--- config.mk ---
export PLATFORM = sky130hd
export DESIGN_NAME = ifid_idex_stage_flat
export DESIGN_NICKNAME = d
export VERILOG_FILES = /design/src/rtl/ifid_idex_if.sv /design/src/rtl/ifid_idex_stage.sv /design/src/flat_wrapper.sv
export SDC_FILE = /design/constraint.sdc
export NUM_CORES = 1
export LEC_CHECK = 0
export ABC_AREA = 1
export CAP_MARGIN = 20
export CORE_AREA = 2 2 177 179
export DETAILED_ROUTE_END_ITERATION = 10
export DIE_AREA = 0 0 179 181
export PLACE_DENSITY_LB_ADDON = 0.1
export SETUP_SLACK_MARGIN = 0.5
export SKIP_CTS_REPAIR_TIMING = 1
export SLEW_MARGIN = 40
export SYNTH_ARGS = -nofsm -noshare
export SYNTH_HDL_FRONTEND = slang
export SYNTH_SLANG_ARGS = --single-unit
--- constraint.sdc ---
create_clock -name clk -period 3.15 [get_ports clk]
set_clock_uncertainty 0.05 [all_clocks]
set_input_delay 0.4725 -clock clk [delete_from_list [all_inputs] [get_ports clk]]
set_output_delay 0.4725 -clock clk [all_outputs]
set_load 0.05 [all_outputs]
--- src/rtl/ifid_idex_if.sv ---
// Bundle of the ID-stage inputs and front-end pipeline register outputs.
// master drives the stage inputs and observes the registers; slave is the stage itself.
interface ifid_idex_if #(
    parameter int CTRL_W = 9,
    parameter int CNT_W  = 16
);
    // nop/flush are level controls sampled every rising edge; there is no
    // valid/ready handshake, ifid_valid only marks a real instruction in IF/ID.
    logic              nop;
    logic              flush;
    logic [31:0]       pc_next;
    logic [31:0]       instr_in;
    logic [CTRL_W-1:0] id_ctrl;
    logic [31:0]       id_rdata1;
    logic [31:0]       id_rdata2;
    logic [31:0]       id_imm;
    logic [4:0]        id_rs;
    logic [4:0]        id_rt;
    logic [4:0]        id_rd;

    logic [31:0]       pc;
    logic [31:0]       ifid_instr;
    logic [31:0]       ifid_pc4;
    logic              ifid_valid;
    logic [CTRL_W-1:0] idex_ctrl;
    logic [31:0]       idex_rdata1;
    logic [31:0]       idex_rdata2;
    logic [31:0]       idex_imm;
    logic [4:0]        idex_rs;
    logic [4:0]        idex_rt;
    logic [4:0]        idex_rd;
    logic [31:0]       idex_pc4;
    logic [CNT_W-1:0]  stall_cnt;
    logic              stall_err;

    modport master (
        output nop, flush, pc_next, instr_in, id_ctrl,
               id_rdata1, id_rdata2, id_imm, id_rs, id_rt, id_rd,
        input  pc, ifid_instr, ifid_pc4, ifid_valid, idex_ctrl,
               idex_rdata1, idex_rdata2, idex_imm, idex_rs, idex_rt, idex_rd,
               idex_pc4, stall_cnt, stall_err
    );

    modport slave (
        input  nop, flush, pc_next, instr_in, id_ctrl,
               id_rdata1, id_rdata2, id_imm, id_rs, id_rt, id_rd,
        output pc, ifid_instr, ifid_pc4, ifid_valid, idex_ctrl,
               idex_rdata1, idex_rdata2, idex_imm, idex_rs, idex_rt, idex_rd,
               idex_pc4, stall_cnt, stall_err
    );
endinterface

--- src/rtl/ifid_idex_stage.sv ---
// PC, IF/ID and ID/EX registers of the 5-stage MIPS front end, with load-use
// stall/bubble, branch flush, saturating stall counter and back-to-back stall flag.
module ifid_idex_stage #(
    parameter logic [31:0] RESET_PC = 32'h0000_0000,
    parameter int          CTRL_W   = 9,
    parameter int          CNT_W    = 16
) (
    input logic         clk,
    input logic         rst,
    ifid_idex_if.slave  bus
);
    logic prev_stall;

    always_ff @(posedge clk) begin
        if (rst) begin
            bus.pc          <= RESET_PC;
            bus.ifid_instr  <= '0;
            bus.ifid_pc4    <= '0;
            bus.ifid_valid  <= 1'b0;
            bus.idex_ctrl   <= '0;
            bus.idex_rdata1 <= '0;
            bus.idex_rdata2 <= '0;
            bus.idex_imm    <= '0;
            bus.idex_rs     <= '0;
            bus.idex_rt     <= '0;
            bus.idex_rd     <= '0;
            bus.idex_pc4    <= '0;
            bus.stall_cnt   <= '0;
            bus.stall_err   <= 1'b0;
            prev_stall      <= 1'b0;
        end else begin
            // ID/EX data fields advance in every non-reset case; only the
            // control bundle is zeroed to form a bubble.
            bus.idex_rdata1 <= bus.id_rdata1;
            bus.idex_rdata2 <= bus.id_rdata2;
            bus.idex_imm    <= bus.id_imm;
            bus.idex_rs     <= bus.id_rs;
            bus.idex_rt     <= bus.id_rt;
            bus.idex_rd     <= bus.id_rd;
            bus.idex_pc4    <= bus.ifid_pc4;

            if (bus.flush) begin
                bus.pc         <= bus.pc_next;
                bus.ifid_instr <= '0;
                bus.ifid_pc4   <= '0;
                bus.ifid_valid <= 1'b0;
                bus.idex_ctrl  <= '0;
                prev_stall     <= 1'b0;
            end else if (!bus.nop) begin
                // Load-use: PC and IF/ID hold, a bubble enters ID/EX.
                bus.idex_ctrl <= '0;
                if (bus.stall_cnt != {CNT_W{1'b1}}) begin
                    bus.stall_cnt <= bus.stall_cnt + CNT_W'(1);
                end
                if (prev_stall) begin
                    bus.stall_err <= 1'b1;
                end
                prev_stall <= 1'b1;
            end else begin
                bus.pc         <= bus.pc_next;
                bus.ifid_instr <= bus.instr_in;
                bus.ifid_pc4   <= bus.pc + 32'd4;
                bus.ifid_valid <= 1'b1;
                bus.idex_ctrl  <= bus.id_ctrl;
                prev_stall     <= 1'b0;
            end
        end
    end
endmodule

--- src/flat_wrapper.sv ---
// flat-port wrapper written by rule: the top's interface ports become plain ports
module ifid_idex_stage_flat 
#(
    parameter logic [31:0] RESET_PC = 32'h0000_0000,
    parameter int          CTRL_W   = 9,
    parameter int          CNT_W    = 16
)
  (clk, rst, bus_nop, bus_flush, bus_pc_next, bus_instr_in, bus_id_ctrl, bus_id_rdata1, bus_id_rdata2, bus_id_imm, bus_id_rs, bus_id_rt, bus_id_rd, bus_pc, bus_ifid_instr, bus_ifid_pc4, bus_ifid_valid, bus_idex_ctrl, bus_idex_rdata1, bus_idex_rdata2, bus_idex_imm, bus_idex_rs, bus_idex_rt, bus_idex_rd, bus_idex_pc4, bus_stall_cnt, bus_stall_err);
  ifid_idex_if #(.CTRL_W(CTRL_W), .CNT_W(CNT_W)) bus_i ();
  input logic clk;
  input logic rst;
  input wire logic [$bits(bus_i.nop)-1:0] bus_nop;
  input wire logic [$bits(bus_i.flush)-1:0] bus_flush;
  input wire logic [$bits(bus_i.pc_next)-1:0] bus_pc_next;
  input wire logic [$bits(bus_i.instr_in)-1:0] bus_instr_in;
  input wire logic [$bits(bus_i.id_ctrl)-1:0] bus_id_ctrl;
  input wire logic [$bits(bus_i.id_rdata1)-1:0] bus_id_rdata1;
  input wire logic [$bits(bus_i.id_rdata2)-1:0] bus_id_rdata2;
  input wire logic [$bits(bus_i.id_imm)-1:0] bus_id_imm;
  input wire logic [$bits(bus_i.id_rs)-1:0] bus_id_rs;
  input wire logic [$bits(bus_i.id_rt)-1:0] bus_id_rt;
  input wire logic [$bits(bus_i.id_rd)-1:0] bus_id_rd;
  output wire logic [$bits(bus_i.pc)-1:0] bus_pc;
  output wire logic [$bits(bus_i.ifid_instr)-1:0] bus_ifid_instr;
  output wire logic [$bits(bus_i.ifid_pc4)-1:0] bus_ifid_pc4;
  output wire logic [$bits(bus_i.ifid_valid)-1:0] bus_ifid_valid;
  output wire logic [$bits(bus_i.idex_ctrl)-1:0] bus_idex_ctrl;
  output wire logic [$bits(bus_i.idex_rdata1)-1:0] bus_idex_rdata1;
  output wire logic [$bits(bus_i.idex_rdata2)-1:0] bus_idex_rdata2;
  output wire logic [$bits(bus_i.idex_imm)-1:0] bus_idex_imm;
  output wire logic [$bits(bus_i.idex_rs)-1:0] bus_idex_rs;
  output wire logic [$bits(bus_i.idex_rt)-1:0] bus_idex_rt;
  output wire logic [$bits(bus_i.idex_rd)-1:0] bus_idex_rd;
  output wire logic [$bits(bus_i.idex_pc4)-1:0] bus_idex_pc4;
  output wire logic [$bits(bus_i.stall_cnt)-1:0] bus_stall_cnt;
  output wire logic [$bits(bus_i.stall_err)-1:0] bus_stall_err;
  assign bus_i.nop = bus_nop;
  assign bus_i.flush = bus_flush;
  assign bus_i.pc_next = bus_pc_next;
  assign bus_i.instr_in = bus_instr_in;
  assign bus_i.id_ctrl = bus_id_ctrl;
  assign bus_i.id_rdata1 = bus_id_rdata1;
  assign bus_i.id_rdata2 = bus_id_rdata2;
  assign bus_i.id_imm = bus_id_imm;
  assign bus_i.id_rs = bus_id_rs;
  assign bus_i.id_rt = bus_id_rt;
  assign bus_i.id_rd = bus_id_rd;
  assign bus_pc = bus_i.pc;
  assign bus_ifid_instr = bus_i.ifid_instr;
  assign bus_ifid_pc4 = bus_i.ifid_pc4;
  assign bus_ifid_valid = bus_i.ifid_valid;
  assign bus_idex_ctrl = bus_i.idex_ctrl;
  assign bus_idex_rdata1 = bus_i.idex_rdata1;
  assign bus_idex_rdata2 = bus_i.idex_rdata2;
  assign bus_idex_imm = bus_i.idex_imm;
  assign bus_idex_rs = bus_i.idex_rs;
  assign bus_idex_rt = bus_i.idex_rt;
  assign bus_idex_rd = bus_i.idex_rd;
  assign bus_idex_pc4 = bus_i.idex_pc4;
  assign bus_stall_cnt = bus_i.stall_cnt;
  assign bus_stall_err = bus_i.stall_err;
  ifid_idex_stage #(.RESET_PC(RESET_PC), .CTRL_W(CTRL_W), .CNT_W(CNT_W)) u_core (.clk(clk), .rst(rst), .bus(bus_i));
endmodule
After elaboration in Yosys (flattened, before gate mapping)
Cells that the tools add are included.

Output and inout bits: 266. Logic and storage cells: 28. Register bits: 267. Bits of input ports: 188.

Eq/ne operators: 1. Add/subtract/negate cells: 2. Reductions and logical operators: 5. Bitwise gates (word level): 2. Multiplexer cells: 3.

Operators by type and width (number): two-way mux 32 bit (2); adder 32 x 3 -> 32 bit (second input constant) (1); adder 16 x 1 -> 16 bit (second input constant) (1); != test 16 bit (second input constant) (1); AND reduction 3 bit (2); OR reduction 3 bit (1); inverter 1 bit (2); nonzero test 2 bit (1); OR reduction 2 bit (1); two-way mux 1 bit (1).

Logic depth before layout (Yosys ltp)
Gate-level depths: netlist of run 1.

Depth after elaboration: 2. Gate-level depth with buffers: 11. Depth with buffers taken out: 10.

Worst setup path after synthesis of run 1
Ideal clock, no wire load.

Path kind: reg-to-reg. Start: register u_core.bus.stall_cnt[0] (netlist bit). End: register u_core.bus.stall_cnt[12] (netlist bit). Path buffers: 1. Data required time: 2.972 ns. Clock period less this slack: 1.911 ns. Arrival: 1.733 ns. Setup slack: 1.239 ns. Stages on the path, launching flop included: 12. Cells stage by stage: dfxtp_1 ha_1 inv_1 nor2_4 nand2_4 nor2_4 nor2_4 buf_6 nand2_1 nand2_1 nand2_1 nor2_1.

Longest elaborated chain between the ends: 2.

Ends and longest elaborated chain: start: declaration (line ifid_idex_if.sv:49) `idex_pc4, stall_cnt, stall_err`; start signal: assignment (line ifid_idex_stage.sv:53) `bus.stall_cnt <= bus.stall_cnt + CNT_W'(1);`; branches (longest 2 deep; another with adder 16 x 1 -> 16 bit).

Several ways; the timed one is not identified. A chain may end at the register's enable or synchronous reset.

Worst setup path in the final report of run 1
Start: register u_core.bus.pc[20]. End: output bus_pc[20].

RTL lines: start: declaration (line ifid_idex_if.sv:47) `output pc, ifid_instr, ifid_pc4, ifid_valid, idex_ctrl,`; start signal: assignment (line ifid_idex_stage.sv:43) `bus.pc <= bus.pc_next;`; start signal: assignment (line ifid_idex_stage.sv:60) `bus.pc <= bus.pc_next;`; end: declaration (line flat_wrapper.sv:23) `output wire logic [$bits(bus_i.pc)-1:0] bus_pc;`.

No word-level cell between the ends.

==> results of run 1 <==
## final cells by class
cell class | count | share of cell area
well taps | 396 | 0.0330
flip-flops and latches | 267 | 0.356
clock inverters | 10 | 0.00859
multi-input cells | 589 | 0.187
repair buffers | 462 | 0.307
clock buffers | 44 | 0.0596
inverters | 195 | 0.0488
## cell families (layout without fill, tap and decap cells)
family,count (synthesis),in the layout,synth area share
and+or+nand+nor,438,438,0.203
DFF,267,267,0.587
buffers and inverters,237,711,0.105
AOI/OAI and AO/OA,141,141,0.0949
xor gates and xnor gates,8,8,0.00769
adders and majority gates,2,2,0.00275
## synth_stat cells
master and count:
a31oi_1 1, buf_6 7, inv_1 189, and2_1 1, xor2_1 4, o21ai_1 10, a21oi_1 41, xnor2_1 4
nor2_2 9, nor2_4 8, nand2_1 142, o21ai_4 1, o22ai_2 3, clkbuf_1 20, nor2_1 224, buf_1 6
o22ai_1 3, inv_2 6, buf_4 1, nand2_4 1, nand3_4 1, buf_2 8, and3_1 1, ha_1 2
nand3b_1 2, nand3_1 38, a22o_1 32, or2_4 1, o21ai_0 50, nor3_1 1, dfxtp_1 267, nand4_1 3
nand2_2 3, nand3_2 3
## state kept, by name (all words and copies together), names as in the netlist
name	count
u_core.bus.idex_ctrl	9
u_core.bus.idex_imm	32
u_core.bus.idex_pc4	32
u_core.bus.idex_rd	5
u_core.bus.idex_rdata1	32
u_core.bus.idex_rdata2	32
u_core.bus.idex_rs	5
u_core.bus.idex_rt	5
u_core.bus.ifid_instr	32
u_core.bus.ifid_pc4	32
u_core.bus.ifid_valid	1
u_core.bus.pc	32
u_core.bus.stall_cnt	16
u_core.bus.stall_err	1
u_core.prev_stall	1
## layer usage
metal	vias up	wire length, um	share of wire	track usage
met1	3638	12300	0.38	0.207
met5	-	0	0	0
met2	260	16500	0.51	0.359
met4	0	508	0.016	0.0400
li1	4235	-	-	-
met3	36	2980	0.092	0.0617
## power by group
| part | switching, W | internal (W) |
|---|---|---|
| sequential | 0.0000788 | 0.00352 |
| combinational | 0.000794 | 0.000507 |
| clock | 0.00138 | 0.00220 |
## through the flow
stage               hold WS, ns  setup slack [ns]  cells  area [um2]  total power (W)
global placement          0.373             0.875   1909       14000          0.00498
detailed placement        0.375             0.829   1909       14000          0.00498
CTS                       0.181             0.667   1963       15000          0.00861
global route              0.196             0.640   1963       15000          0.00881
floorplan                 0.388              1.24   1093        9110          0.00438
finish                    0.196             0.698   1963       15000          0.00848
## worst min path at each step
stage	startpoint	end	slack [ns]	depth (start not counted)
4_1_cts	rst	u_core.bus.idex_pc4[27]	0.18	2
3_5_place_dp	u_core.bus.ifid_pc4[12]	u_core.bus.idex_pc4[12]	0.37	2
2_1_floorplan	u_core.prev_stall	u_core.bus.stall_err	0.39	2
3_3_place_gp	u_core.bus.ifid_pc4[23]	u_core.bus.idex_pc4[23]	0.37	2
6_report	rst	u_core.bus.idex_pc4[27]	0.20	2
5_1_grt	rst	u_core.bus.idex_pc4[23]	0.20	2
==> flow_summary.json, run 1 <==
{
  "powerDensity_nw_per_um2": 565,
  "critPathMaxStageDelay_ns": 0.89,
  "final_util": 0.495,
  "io_pins": 454,
  "grt_setup_unrepaired": "false",
  "worst-path-buf-inv": 1,
  "drt-pass1-iter-count": 6,
  "cp_num_cells": 1,
  "grt_pass1_wl_um": 47300,
  "r2r_cells": 9,
  "grt_max_degree": 84,
  "grt_pass1_vias": 7784,
  "critPathMaxFanout": 7,
  "syn_avg_cell_area_um2": 8.33,
  "die_h_um": 181,
  "track_usage": 0.192,
  "crit_end": "bus_pc[20]",
  "fin_crit_sh": 0.778,
  "rows": 64,
  "design.core.area_um2": 30300,
  "slew_viol_final": 0,
  "num_vias": 8169,
  "fin_setup_tns_ns": 0,
  "fin_crit_ns": 2.45,
  "synth_area_um2": 9110,
  "syn2layout_area_growth_pct": 64.8,
  "drive_gt1_frac": 0.0600,
  "io_buffers": 453,
  "synth.distinct_cells": 34,
  "cts_tree": "yes",
  "hp-class": "in -> reg",
  "clock_latency_ns": 0.54,
  "hpwl_um": 24600,
  "yosysTopAreaCell": "dfxtp_1",
  "drt-initial-drc-count": 268,
  "critPathLaunchType": "flop",
  "clkSinkCount": 267,
  "max_freq_mhz": 408,
  "final_antenna_net_count": 0,
  "syn_inst": 1093,
  "crit_type": "reg -> out",
  "finalWirelength_um": 32300,
  "synth_area_leaders": "dfxtp_1, nor2_1, inv_1",
  "arrival_ns": 1.93,
  "drc_errors": 0,
  "p_leak_nw": 6.29,
  "vdd_drop_max_uv": 387,
  "timing.rr.start": "u_core.bus.pc[2]",
  "status": "complete, no violations",
  "setup_viol": 0,
  "multi_input_area_um2": 2810,
  "die_area_um2": 32400,
  "cts_made_buffers": 30,
  "critPathCaptureType": "primary output",
  "cp_slowest_cell": "clkdlybuf4s50_1",
  "layout.cells.most_common": "clkdlybuf4s50_1",
  "timing.slew.headroom": 0.533,
  "syn_nets": 1283,
  "htree_levels": 1,
  "r2r_slack_ns": 1.32,
  "clk_pin_slew_worst_paths_ns": 0.06,
  "cts_buffer_depth": 3,
  "critPathTopFamily": "buffers and inverters",
  "required_ns": 2.63,
  "gp_congestion": 0.835,
  "initial_core_util": 0.300,
  "n_antenna_cell": 0,
  "routed_via_density": 4.16,
  "nFillCells": 2963,
  "antenna_found_initial": 0,
  "grt-ovfl-total": 0,
  "cts-root-buf": "clkbuf_16",
  "worst_pin_slew_ns": 0.701,
  "wl_per_cell_um": 16.5,
  "yosysWarnings": 0,
  "die_w_um": 179,
  "seqCellArea_um2": 5350,
  "cp_cell_sequence": "clkdlybuf4s50_1",
  "ys_seq_area_frac": 0.587,
  "r2r-end": "u_core.bus.ifid_pc4[22]",
  "final_nets": 1735,
  "maxCapViolCount": 0,
  "hold_violations": 0,
  "startpoint": "u_core.bus.pc[20]",
  "ys_ff_latch": 267,
  "synth_top_cell_area_share": 0.587,
  "mostFrequentLayoutCells": "clkdlybuf4s50_1, dfxtp_1, nor2_1, inv_1, nand2_1"
}
No activity file was read; power rests on OpenSTA's default activity.
==> inputs of run 2 (changes only) <==
--- a/config.mk
+++ b/config.mk
@@ -7,9 +7,9 @@
 export LEC_CHECK = 0
 export ABC_AREA = 1
 export CAP_MARGIN = 20
-export CORE_AREA = 2 2 177 179
+export CORE_AREA = 2 2 178 180
 export DETAILED_ROUTE_END_ITERATION = 10
-export DIE_AREA = 0 0 179 181
+export DIE_AREA = 0 0 180 182
 export PLACE_DENSITY_LB_ADDON = 0.1
 export SETUP_SLACK_MARGIN = 0.5
 export SKIP_CTS_REPAIR_TIMING = 1
==> constraint.sdc (replaced) <==
create_clock -name clk -period 2.5 [get_ports clk]
set_clock_uncertainty 0.05 [all_clocks]
set_input_delay 0.375 -clock clk [delete_from_list [all_inputs] [get_ports clk]]
set_output_delay 0.375 -clock clk [all_outputs]
set_load 0.05 [all_outputs]
==> run 2 against run 1 <==
Compared with the run above:
- clock power up 44%
- highest routed layer unchanged
- die area up 1.1%
- non-clock buffer count up 3
- largest power group is now the clock network
- worst hold slack worse by 0.026 ns
- cell count up 0.66%
- global-route usage up 0.38 points
- critical path type unchanged
- cell area up 6.0%
- count of clock-buffer cells in the layout up 3
- critical path depth unchanged
- total power up 33%
- sequential power up 26%
==> flow_summary.json, run 2 (synthesis results as in run 1) <==
{
  "final_nets": 1742,
  "status": "complete, no violations",
  "grt-ovfl-total": 0,
  "p_leak_nw": 10.6,
  "initial_core_util": 0.294,
  "die_h_um": 182,
  "p_comb_frac": 0.145,
  "layout.cells.most_common": "dfxtp_1",
  "fin_setup_tns_ns": 0,
  "cts_buffer_depth": 3,
  "fin_crit_sh": 0.751,
  "critPathLaunchType": "flop",
  "setup_ws_ns": 0.623,
  "crit_type": "reg -> out",
  "timing.rr.start": "u_core.bus.pc[2]",
  "drive_gt1_frac": 0.0642,
  "drt-pass1-iter-count": 5,
  "grt_pass1_vias": 8206,
  "min_to": "u_core.bus.stall_err",
  "arrival_ns": 1.45,
  "critPathTopFamily": "buffers and inverters",
  "wl_per_cell_um": 16.9,
  "drc_errors": 0,
  "powerDensity_nw_per_um2": 711,
  "r2r-end": "u_core.bus.ifid_pc4[16]",
  "maxCapViolCount": 0,
  "slew_viol_final": 0,
  "clkSinkCount": 267,
  "routed_via_density": 4.21,
  "grt_setup_unrepaired": "false",
  "r2r_slack_ns": 0.75,
  "design.core.area_um2": 31000,
  "worst_pin_slew_ns": 0.678,
  "htree_levels": 2,
  "worst-path-buf-inv": 1,
  "r2r_cells": 8,
  "final_antenna_net_count": 0,
  "die_area_um2": 32800,
  "setup_viol": 0,
  "cp_slowest_cell": "dlymetal6s2s_1",
  "timing.slew.headroom": 0.547,
  "seqPwrFrac": 0.400,
  "cts-root-buf": "clkbuf_16",
  "worstHoldPathCells": 2,
  "track_usage": 0.195,
  "gp_congestion": 0.827,
  "max_freq_mhz": 533,
  "grt_pass1_wl_um": 49500,
  "io_buffers": 453,
  "internal_power_w": 0.00840,
  "hold_violations": 0,
  "cp_cell_sequence": "dlymetal6s2s_1",
  "finalWirelength_um": 33400,
  "hpwl_um": 25100,
  "grt_max_degree": 72,
  "mostFrequentLayoutCells": "dfxtp_1, dlymetal6s2s_1, nor2_1, inv_1, clkdlybuf4s50_1",
  "switchingPower_w": 0.00291,
  "critPathMaxFanout": 8,
  "pre_cts_ws_ns": 0.381,
  "worstHoldStart": "rst",
  "fin_crit_ns": 1.88,
  "cts_made_buffers": 34,
  "clock_latency_ns": 0.50,
  "syn2layout_area_growth_pct": 74.7,
  "clk_pin_slew_worst_paths_ns": 0.05,
  "required_ns": 2.08,
  "p_clk_frac": 0.455,
  "hp-class": "in -> reg",
  "drt-initial-drc-count": 319,
  "cts_tree": "yes",
  "die_w_um": 180,
  "rows": 65,
  "critPathCaptureType": "primary output",
  "critPathMaxStageDelay_ns": 0.51,
  "io_pins": 454,
  "antenna_found_initial": 1,
  "num_vias": 8326,
  "vdd_drop_max_uv": 451,
  "swShare": 0.257
}
## run 2: cell count changes in the layout (fill, tap and decap cells not counted), moves of 2 or more
cell             previous run  this run
dlymetal6s2s_1              0       266
clkbuf_16                  31        37
buf_12                      0         3
clkdlybuf4s50_1           452       186
clkinv_2                    6         4
clkbuf_8                    7         5
bufinv_16                   3         5
## run 2: metal layers
layer  wire, um  vias up  track usage  part of all wire
li1           -     4262            -                 -
met1      13300     3735        0.222              0.40
met2      16700      283        0.345              0.50
met3       2600       46       0.0682             0.078
met4        697        0       0.0569             0.021
met5          0        -            0                 0
## run 2: final cells by class
type	count	area, um2
fillers	2967	15100
diodes	1	2.50
flip-flops and latches	267	5350
repair buffers	465	5330
clock buffers	47	1010
multi-input cells	589	2810
inverters	195	732
well taps	402	503
clock inverters	10	178
## run 2: through the flow
| step | cells | instance area, um2 | power [W] | hold slack, ns | utilization |
|---|---|---|---|---|---|
| after detailed placement | 1918 | 14100 | 0.00629 | 0.381 | 0.453 |
| after floorplan | 1093 | 9110 | 0.00551 | 0.388 | - |
| after global routing | 1976 | 15900 | 0.0117 | 0.154 | 0.513 |
| after global placement | 1917 | 14000 | 0.00628 | 0.381 | 0.453 |
| final | 1976 | 15900 | 0.0113 | 0.170 | 0.513 |
| after CTS | 1975 | 15200 | 0.0115 | 0.138 | 0.492 |
## run 2: how the worst max path moves through the flow
stage | from | endpoint | slack (ns) | cells past startpoint
after floorplan | u_core.bus.stall_cnt[0] | u_core.bus.stall_cnt[12] | 0.59 | 11
after global placement | bus_flush | u_core.bus.ifid_pc4[11] | 0.41 | 7
after detailed placement | bus_flush | u_core.bus.ifid_pc4[8] | 0.38 | 7
after CTS | u_core.bus.pc[11] | bus_pc[11] | 0.21 | 1
after global routing | u_core.bus.pc[2] | u_core.bus.ifid_pc4[22] | 0.51 | 8
final | u_core.bus.pc[6] | bus_pc[6] | 0.62 | 1
## run 2: power by group through the flow
stage	logic (W)	registers [W]	clock network, W
6_report	0.00164	0.00453	0.00514
5_1_grt	0.00173	0.00455	0.00546
4_1_cts	0.00167	0.00453	0.00528
3_5_place_dp	0.00167	0.00463	0
3_3_place_gp	0.00166	0.00462	0
2_1_floorplan	0.000278	0.00524	0
==> inputs of run 3 (changes only) <==
--- a/config.mk
+++ b/config.mk
@@ -7,9 +7,9 @@
 export LEC_CHECK = 0
 export ABC_AREA = 1
 export CAP_MARGIN = 20
-export CORE_AREA = 2 2 178 180
+export CORE_AREA = 2 2 177 179
 export DETAILED_ROUTE_END_ITERATION = 10
-export DIE_AREA = 0 0 180 182
+export DIE_AREA = 0 0 179 181
 export PLACE_DENSITY_LB_ADDON = 0.1
 export SETUP_SLACK_MARGIN = 0.5
 export SKIP_CTS_REPAIR_TIMING = 1
==> constraint.sdc (replaced) <==
create_clock -name clk -period 1.7 [get_ports clk]
set_clock_uncertainty 0.05 [all_clocks]
set_input_delay 0.255 -clock clk [delete_from_list [all_inputs] [get_ports clk]]
set_output_delay 0.255 -clock clk [all_outputs]
set_load 0.05 [all_outputs]
==> run 3 against run 2 <==
Compared with the run above:
- setup slack got worse by 0.46 ns
- critical endpoint is now u_core.bus.stall_cnt[12]
- cell area increased by 11%
- highest routed layer unchanged
- sequential share of layout area decreased by 0.80 points
- largest cell class is now non-clock buffers
- count of clock-buffer cells in the layout is the same
- clock power grew 25%
==> flow_summary.json, run 3 (synthesis results as in run 1) <==
{
  "whs_ns": 0.0265,
  "clk_pin_slew_worst_paths_ns": 0.06,
  "status": "complete, no violations",
  "setup_viol": 0,
  "powerDensity_nw_per_um2": 909,
  "fin_crit_ns": 1.54,
  "grt-ovfl-total": 0,
  "grt_pass1_vias": 7815,
  "fin_setup_tns_ns": 0,
  "critPathLaunchType": "flop",
  "fin_area_um2": 17600,
  "timing.slew.headroom": 0.645,
  "wl_per_cell_um": 16.9,
  "clock_latency_ns": 0.54,
  "cts_made_buffers": 30,
  "layout.cells.most_common": "dfxtp_2",
  "rows": 64,
  "nFillCells": 2659,
  "critPathMaxFanout": 5,
  "die_area_um2": 32400,
  "routed_via_density": 4.27,
  "mostFrequentLayoutCells": "dfxtp_2, buf_8, nor2_1, inv_1, clkdlybuf4s50_1",
  "total_power_w": 0.0160,
  "maxCapViolCount": 0,
  "hp-class": "in -> reg",
  "final_antenna_net_count": 0,
  "io_buffers": 453,
  "grt_max_degree": 100,
  "required_ns": 2.07,
  "slew_viol_final": 0,
  "antenna_found_initial": 1,
  "crit_type": "reg -> reg",
  "worst_pin_slew_ns": 0.530,
  "startpoint": "u_core.bus.stall_cnt[1]",
  "track_usage": 0.193,
  "pre_cts_ws_ns": -0.133,
  "clkSinkCount": 267,
  "fin_crit_sh": 0.904,
  "cts_buffer_depth": 3,
  "dpl-instance-area_um2": 13700,
  "final_nets": 1799,
  "critPathCaptureType": "flop",
  "drt-pass1-iter-count": 7,
  "busiest_layer": "met2",
  "design.core.area_um2": 30300,
  "io_pins": 454,
  "drc_errors": 0,
  "hpwl_um": 25300,
  "cts_tree": "yes",
  "worstHoldStart": "bus_nop",
  "htree_levels": 1,
  "arrival_ns": 1.91,
  "setup_ws_ns": 0.163,
  "p_leak_nw": 7.83,
  "num_vias": 8662,
  "drt-initial-drc-count": 348,
  "grt.met2_usage": 0.359,
  "cts-root-buf": "clkbuf_16",
  "grt_setup_unrepaired": "true",
  "use_met3": 0.0553,
  "initial_core_util": 0.300,
  "timing.rr.start": "u_core.bus.stall_cnt[1]",
  "vdd_drop_max_uv": 780,
  "grt_util_met1": 0.213,
  "drive_gt1_frac": 0.457,
  "max_freq_mhz": 650,
  "finalWirelength_um": 34400,
  "gp_congestion": 0.790,
  "die_w_um": 179,
  "die_h_um": 181,
  "syn2layout_area_growth_pct": 93.6,
  "grt_pass1_wl_um": 48000,
  "hold_violations": 0
}
[run 3: changes by cell type in the layout (fill, tap and decap cells not counted), moves of 15 or more]
cell | previous run | this run
buf_12 | 3 | 18
buf_4 | 9 | 56
buf_6 | 1 | 43
buf_8 | 0 | 218
dfxtp_1 | 267 | 3
dfxtp_2 | 0 | 221
dfxtp_4 | 0 | 43
dlymetal6s2s_1 | 266 | 2
nand2_1 | 142 | 123
[run 3: through the flow]
| stage | instances | utilization |
|---|---|---|
| 2_1_floorplan | 1093 | - |
| 3_3_place_gp | 1920 | 0.452 |
| 3_5_place_dp | 1920 | 0.452 |
| 4_1_cts | 1976 | 0.485 |
| 5_1_grt | 2030 | 0.581 |
| 6_report | 2030 | 0.581 |
[run 3: final timing paths]
path,endpoint,slack [ns],cells after the start
worst max-delay path,u_core.bus.stall_cnt[12],0.16,10
worst min-delay path,u_core.bus.ifid_valid,0.03,3
worst max register to register,u_core.bus.stall_cnt[12],0.16,10
worst min register to register,u_core.bus.idex_pc4[24],0.40,2
[run 3: final cells by class]
cell class	instances	area, um2	area share
Timing Repair Buffer	526	6500	0.369
Clock buffer	47	947	0.0537
Sequential cell	267	5780	0.328
Tap cell	396	495	0.0281
Antenna cell	1	2.50	0.000142
Inverter	195	737	0.0418
Multi-Input combinational cell	589	3120	0.177
Clock inverter	9	46.3	0.00263
[run 3: routing by layer]
metal	wire, um	share of wire
met1	12500	0.37
met2	18300	0.53
met3	2860	0.083
met4	713	0.021
met5	0	0
[run 3: worst max-delay path, cell delays in order (launching register included)]
cell and delay [ns]:
dfxtp_4 0.36, ha_4 0.18, inv_4 0.05, nor2_4 0.03, nand2_4 0.09, nor2_4 0.04, nor2_4 0.22, clkbuf_16 0.21
nand3_1 0.06, nand2_1 0.08, nor2_1 0.04
[run 3: power breakdown]
part	leakage, nW	internal (W)	switching, W
Combinational	5.02	0.00130	0.00153
Clock	0.502	0.00380	0.00260
Sequential	2.31	0.00654	0.000242
